[config.mk]
export PLATFORM = sky130hd
export DESIGN_NAME = flash_bios_loader
export DESIGN_NICKNAME = d
export VERILOG_FILES = /design/src/rtl/flash_bios_loader.sv
export SDC_FILE = /design/constraint.sdc
export NUM_CORES = 1
export LEC_CHECK = 0
export ABC_CLOCK_PERIOD_IN_PS = 8150
export BUFFER_PORTS_ARGS = -buffer_cell sky130_fd_sc_hd__buf_2
export CORE_MARGIN = 8
export CORE_UTILIZATION = 59
export CTS_CLUSTER_DIAMETER = 60
export CTS_CLUSTER_SIZE = 28
export DETAILED_ROUTE_END_ITERATION = 12
export PLACE_DENSITY = 0.93
export SLEW_MARGIN = 10
export SYNTH_ARGS = -nofsm -noshare
export SYNTH_HDL_FRONTEND = slang
export SYNTH_SLANG_ARGS = --single-unit
[constraint.sdc]
create_clock -name CLK -period 8.15 [get_ports CLK]
set_clock_uncertainty 0.15 [all_clocks]
set_input_delay 0.815 -clock CLK [delete_from_list [all_inputs] [get_ports CLK]]
set_output_delay 0.815 -clock CLK [all_outputs]
set_load 0.005 [all_outputs]
[src/rtl/flash_bios_loader.sv]
// rtl/flash_bios_loader.sv - copies a fixed BIOS image from flash into SD-RAM, byte by byte, with a running checksum
module flash_bios_loader #(
  parameter logic [23:0] SRC_ADDR   = 24'h10_0000,
  parameter logic [23:0] DST_ADDR   = 24'h70_0000,
  parameter logic [23:0] LENGTH     = 24'h02_4000,
  parameter bit          AUTO_START = 1'b1
) (
  input  logic        CLK,
  input  logic        RESET_n,
  input  logic        START,
  output logic        BUSY,
  output logic        DONE,
  output logic        FLASH_RD,
  output logic [23:0] FLASH_ADDR,
  input  logic        FLASH_ACK,
  input  logic [7:0]  FLASH_RDATA,
  output logic        RAM_WR,
  output logic [23:0] RAM_ADDR,
  output logic [7:0]  RAM_WDATA,
  input  logic        RAM_ACK,
  output logic [15:0] SUM
);

  typedef enum logic [1:0] {IDLE = 2'd0, RD = 2'd1, WR = 2'd2, FIN = 2'd3} state_t;

  state_t      state, state_nx;
  logic [23:0] count, count_nx, count_inc;
  logic [7:0]  data, data_nx;
  logic [15:0] sum_q, sum_nx;
  logic        auto_pending, auto_pending_nx;
  logic        start_copy;

  assign count_inc = count + 24'd1;
  assign SUM       = sum_q;

  always_comb begin
    state_nx        = state;
    count_nx        = count;
    data_nx         = data;
    sum_nx          = sum_q;
    auto_pending_nx = auto_pending;
    start_copy      = 1'b0;
    unique case (state)
      IDLE: start_copy = START || auto_pending;
      RD: begin
        if (FLASH_ACK) begin
          data_nx  = FLASH_RDATA;
          state_nx = WR;
        end
      end
      WR: begin
        if (RAM_ACK) begin
          sum_nx   = sum_q + {8'h00, data};
          count_nx = count_inc;
          state_nx = (count_inc < LENGTH) ? RD : FIN;
        end
      end
      FIN: start_copy = START;
      default: state_nx = IDLE;
    endcase
    // A start from IDLE or FIN always begins a fresh copy from byte 0.
    if (start_copy) begin
      auto_pending_nx = 1'b0;
      count_nx        = '0;
      sum_nx          = '0;
      state_nx        = (LENGTH == 24'd0) ? FIN : RD;
    end
  end

  // Bus outputs are registered from the next state so they change only on clock edges.
  always_ff @(posedge CLK) begin
    if (!RESET_n) begin
      state        <= IDLE;
      count        <= '0;
      data         <= '0;
      sum_q        <= '0;
      auto_pending <= AUTO_START;
      BUSY         <= 1'b0;
      DONE         <= 1'b0;
      FLASH_RD     <= 1'b0;
      FLASH_ADDR   <= '0;
      RAM_WR       <= 1'b0;
      RAM_ADDR     <= '0;
      RAM_WDATA    <= '0;
    end else begin
      state        <= state_nx;
      count        <= count_nx;
      data         <= data_nx;
      sum_q        <= sum_nx;
      auto_pending <= auto_pending_nx;
      BUSY         <= (state_nx == RD) || (state_nx == WR);
      DONE         <= (state_nx == FIN);
      FLASH_RD     <= (state_nx == RD);
      FLASH_ADDR   <= (state_nx == RD) ? SRC_ADDR + count_nx : '0;
      RAM_WR       <= (state_nx == WR);
      RAM_ADDR     <= (state_nx == WR) ? DST_ADDR + count_nx : '0;
      RAM_WDATA    <= (state_nx == WR) ? data_nx : '0;
    end
  end

endmodule

==> metrics.txt <==
H-tree depth=3; Hold Path Class=register to register; sequential share of the synthesized area=0.479; Post-Route WL=10300 um; synthesized area=4640 um2; total gr overflow=0; worst-path fanout max=29; CTS Buffer Depth=2; final hold violations=0; Rows=32; post-synthesis cell count=497; slew at the pin closest to its max-slew limit=0.829 ns; area used by multi-input combinational logic=2240 um2; worst r2r dst=RAM_ADDR[23]$_SDFF_PN0_; Die X=105 um; warnings from Yosys=0; Pleak=2.34 nW; FF/Latch Area=2220 um2; fin util=0.690; DPL Wire Length=7480 um; filler instances=590; required time worst endpoint=8.30 ns; core box area=7690 um2; worst vdd ir=0.124 mV; Post-CTS Resized=0; CTS Hold Bufs=0; Netlist cell types=57; clock sinks=111; Final min period=3.52 ns; RSZ-0062 raised after global routing=false; final setup margin=4.63 ns; GPL Wtd Cong=0.891; full die area=11000 um2; vias=3720; Skew-Pair Late Insertion Delay=0.37 ns; max_slew headroom=0.447; CTS Buf Count=9; setup total negative slack=0 ns; drt first pass iters=6; Final Cycle Share=0.431; Slew Viols, Final=0; EDFF count, synth=0; Hold Path Origin=auto_pending$_SDFFE_PN1P_; prevailing post-synth register cell=dfxtp_1; ys async rst share=0; layout cells sized above 1=0.208; Post-CTS Setup Bufs=0; PwrDens=185 nW/um2; CP endpoint kind=register; number of global-route vias before repair=3760; Worst EP arrival=3.67 ns; drt drc=0; Max-Cap Viols=0; Avg WL per Cell=15.2 um; Die Y=105 um; global-route wire length before repair=17300 um; critical path class=register to register; #FFs+latches synth=111; CP Launch Type=register; number of vias per cell=5.48; Hold Path Sink=auto_pending$_SDFFE_PN1P_; status=complete, no violations; Initial Util=0.603; Reg clk slew, reported paths=0.11 ns; Layout area overhead=14.3%; I/O Buffers=88; Iter 0 DRT Violations=236; largest net degree at the start of global routing=36; remaining antenna violation count=0; CTS tree=done; R2R cell count=9; hold path depth=2; overall routing resource usage=0.188; Critical R2R Launch=count[3]$_SDFF_PN0_; number of setup violations in the final report=0; Synth Net Count=529; ant diodes=0; Root Buffer Master=clkbuf_8; R2R Setup Slk=4.63 ns; IO Count=89; antenna violations before repair=0; pre-CTS WS=4.71 ns; Synth Area per Inst=9.33 um2; final net count=604; Max Clock Freq=0.284 GHz
-- synth_stat cells, types with 2 or more instances --
master,count,share of area
xor2_1,9,0.017
a211o_1,2,0.0038
xnor2_1,18,0.034
o21a_1,4,0.0065
or3_1,6,0.0081
or4_1,4,0.0065
a21boi_0,9,0.015
a21o_1,6,0.0097
and2_1,60,0.081
buf_2,5,0.0054
a21oi_1,19,0.021
a211oi_1,5,0.0081
o21ai_0,11,0.012
buf_4,2,0.0032
nand2b_1,2,0.0027
clkbuf_2,2,0.0022
nand4_1,11,0.015
or2_2,2,0.0027
and3_1,6,0.0081
nand2_2,2,0.0027
ha_1,18,0.049
a311o_1,2,0.0043
clkbuf_1,15,0.012
o211ai_1,3,0.0049
nand2_1,45,0.036
dfxtp_1,111,0.48
and4_1,6,0.011
o31a_1,2,0.0038
nand3_1,16,0.017
nor3_1,7,0.0076
nor2_1,36,0.029
nor2b_1,3,0.0040
nor4_1,6,0.0081
a31oi_1,2,0.0027
nor3_2,2,0.0043
inv_1,17,0.014
-- critical path, stage by stage, from the launching register on --
cell and delay, ns:
dfxtp_1 0.43, and4_1 0.39, nand4_4 0.30, nor4_1 0.47, nor2_1 0.08, o2bb2ai_1 0.17, a21oi_1 0.23, ha_1 0.75
nand2_1 0.27, nor3_2 0.21
-- stage by stage --
stage | power, W | cells | instance area (um2) | hold slack (ns)
finish | 0.000983 | 679 | 5300 | 0.336
global route | 0.00102 | 679 | 5300 | 0.372
CTS | 0.000991 | 679 | 5300 | 0.331
detailed placement | 0.000672 | 663 | 5100 | 0.315
global placement | 0.000665 | 663 | 5100 | 0.304
floorplan | 0.000640 | 497 | 4640 | 0.290
-- metal layers --
metal / global-route usage / share of wire / vias to the layer above
met5: 0 / 0 / -
met3: 0.0491 / 0.063 / 29
met2: 0.326 / 0.49 / 123
met1: 0.212 / 0.42 / 1727
li1: - / - / 1841
met4: 0.0856 / 0.027 / 0
-- kinds of logic (layout without fill, tap and decap cells) --
logic type	Yosys count	in the layout	synth area share
simple gates	223	223	0.265
flops	111	111	0.479
compound gates	73	73	0.110
buf+inv	42	122	0.0375
xor+xnor	27	27	0.0510
fa+ha+maj	19	19	0.0529
mux	2	2	0.00459
-- final cells by class --
cell class | instances | share of cell area
multi-input cells | 344 | 0.423
flip-flops and latches | 111 | 0.419
repair buffers | 89 | 0.0845
well taps | 102 | 0.0241
clock buffers | 9 | 0.0234
clock inverters | 7 | 0.0142
inverters | 17 | 0.0120
-- cells in the final DEF (no fill, tap or decap), drive strengths merged, types with 5 or more instances in the layout --
| master | count |
|---|---|
| dfxtp | 111 |
| buf | 89 |
| and2 | 60 |
| nand2 | 47 |
| nor2 | 37 |
| inv | 21 |
| a21oi | 20 |
| xnor2 | 18 |
| ha | 18 |
| nand3 | 17 |
| nand4 | 13 |
| o21ai | 11 |
| xor2 | 9 |
| a21boi | 9 |
| clkbuf | 9 |
| nor3 | 9 |
| nor4 | 7 |
| and4 | 6 |
| and3 | 6 |
| a21o | 6 |
| or3 | 6 |
| a211oi | 5 |
-- how the worst max path moves through the flow --
stage	slack (ns)	startpoint	end
final	4.63	count[3]$_SDFF_PN0_	RAM_ADDR[23]$_SDFF_PN0_
after global routing	4.42	count[3]$_SDFF_PN0_	RAM_ADDR[23]$_SDFF_PN0_
after CTS	4.65	count[3]$_SDFF_PN0_	RAM_ADDR[23]$_SDFF_PN0_
after detailed placement	4.71	count[3]$_SDFF_PN0_	RAM_ADDR[23]$_SDFF_PN0_
after global placement	4.92	FLASH_ACK	FLASH_ADDR[23]$_SDFF_PN0_
after floorplan	5.31	FLASH_ACK	RAM_ADDR[14]$_SDFF_PN0_
-- registers in the layout, indices dropped and copies added (netlist names) --
| register | flops |
|---|---|
| FLASH_ADDR | 24 |
| RAM_ADDR | 24 |
| count | 24 |
| SUM | 16 |
| RAM_WDATA | 8 |
| data | 8 |
| state | 2 |
| BUSY | 1 |
| DONE | 1 |
| FLASH_RD | 1 |
| RAM_WR | 1 |
| auto_pending | 1 |
-- power breakdown --
part | total (W) | leakage [nW] | switching (W) | internal, W
registers | 0.000558 | 0.896 | 0.00000601 | 0.000552
logic | 0.000101 | 1.34 | 0.0000714 | 0.0000300
clock network | 0.000323 | 0.0985 | 0.000201 | 0.000122
Power figures use the tool's default switching activity.
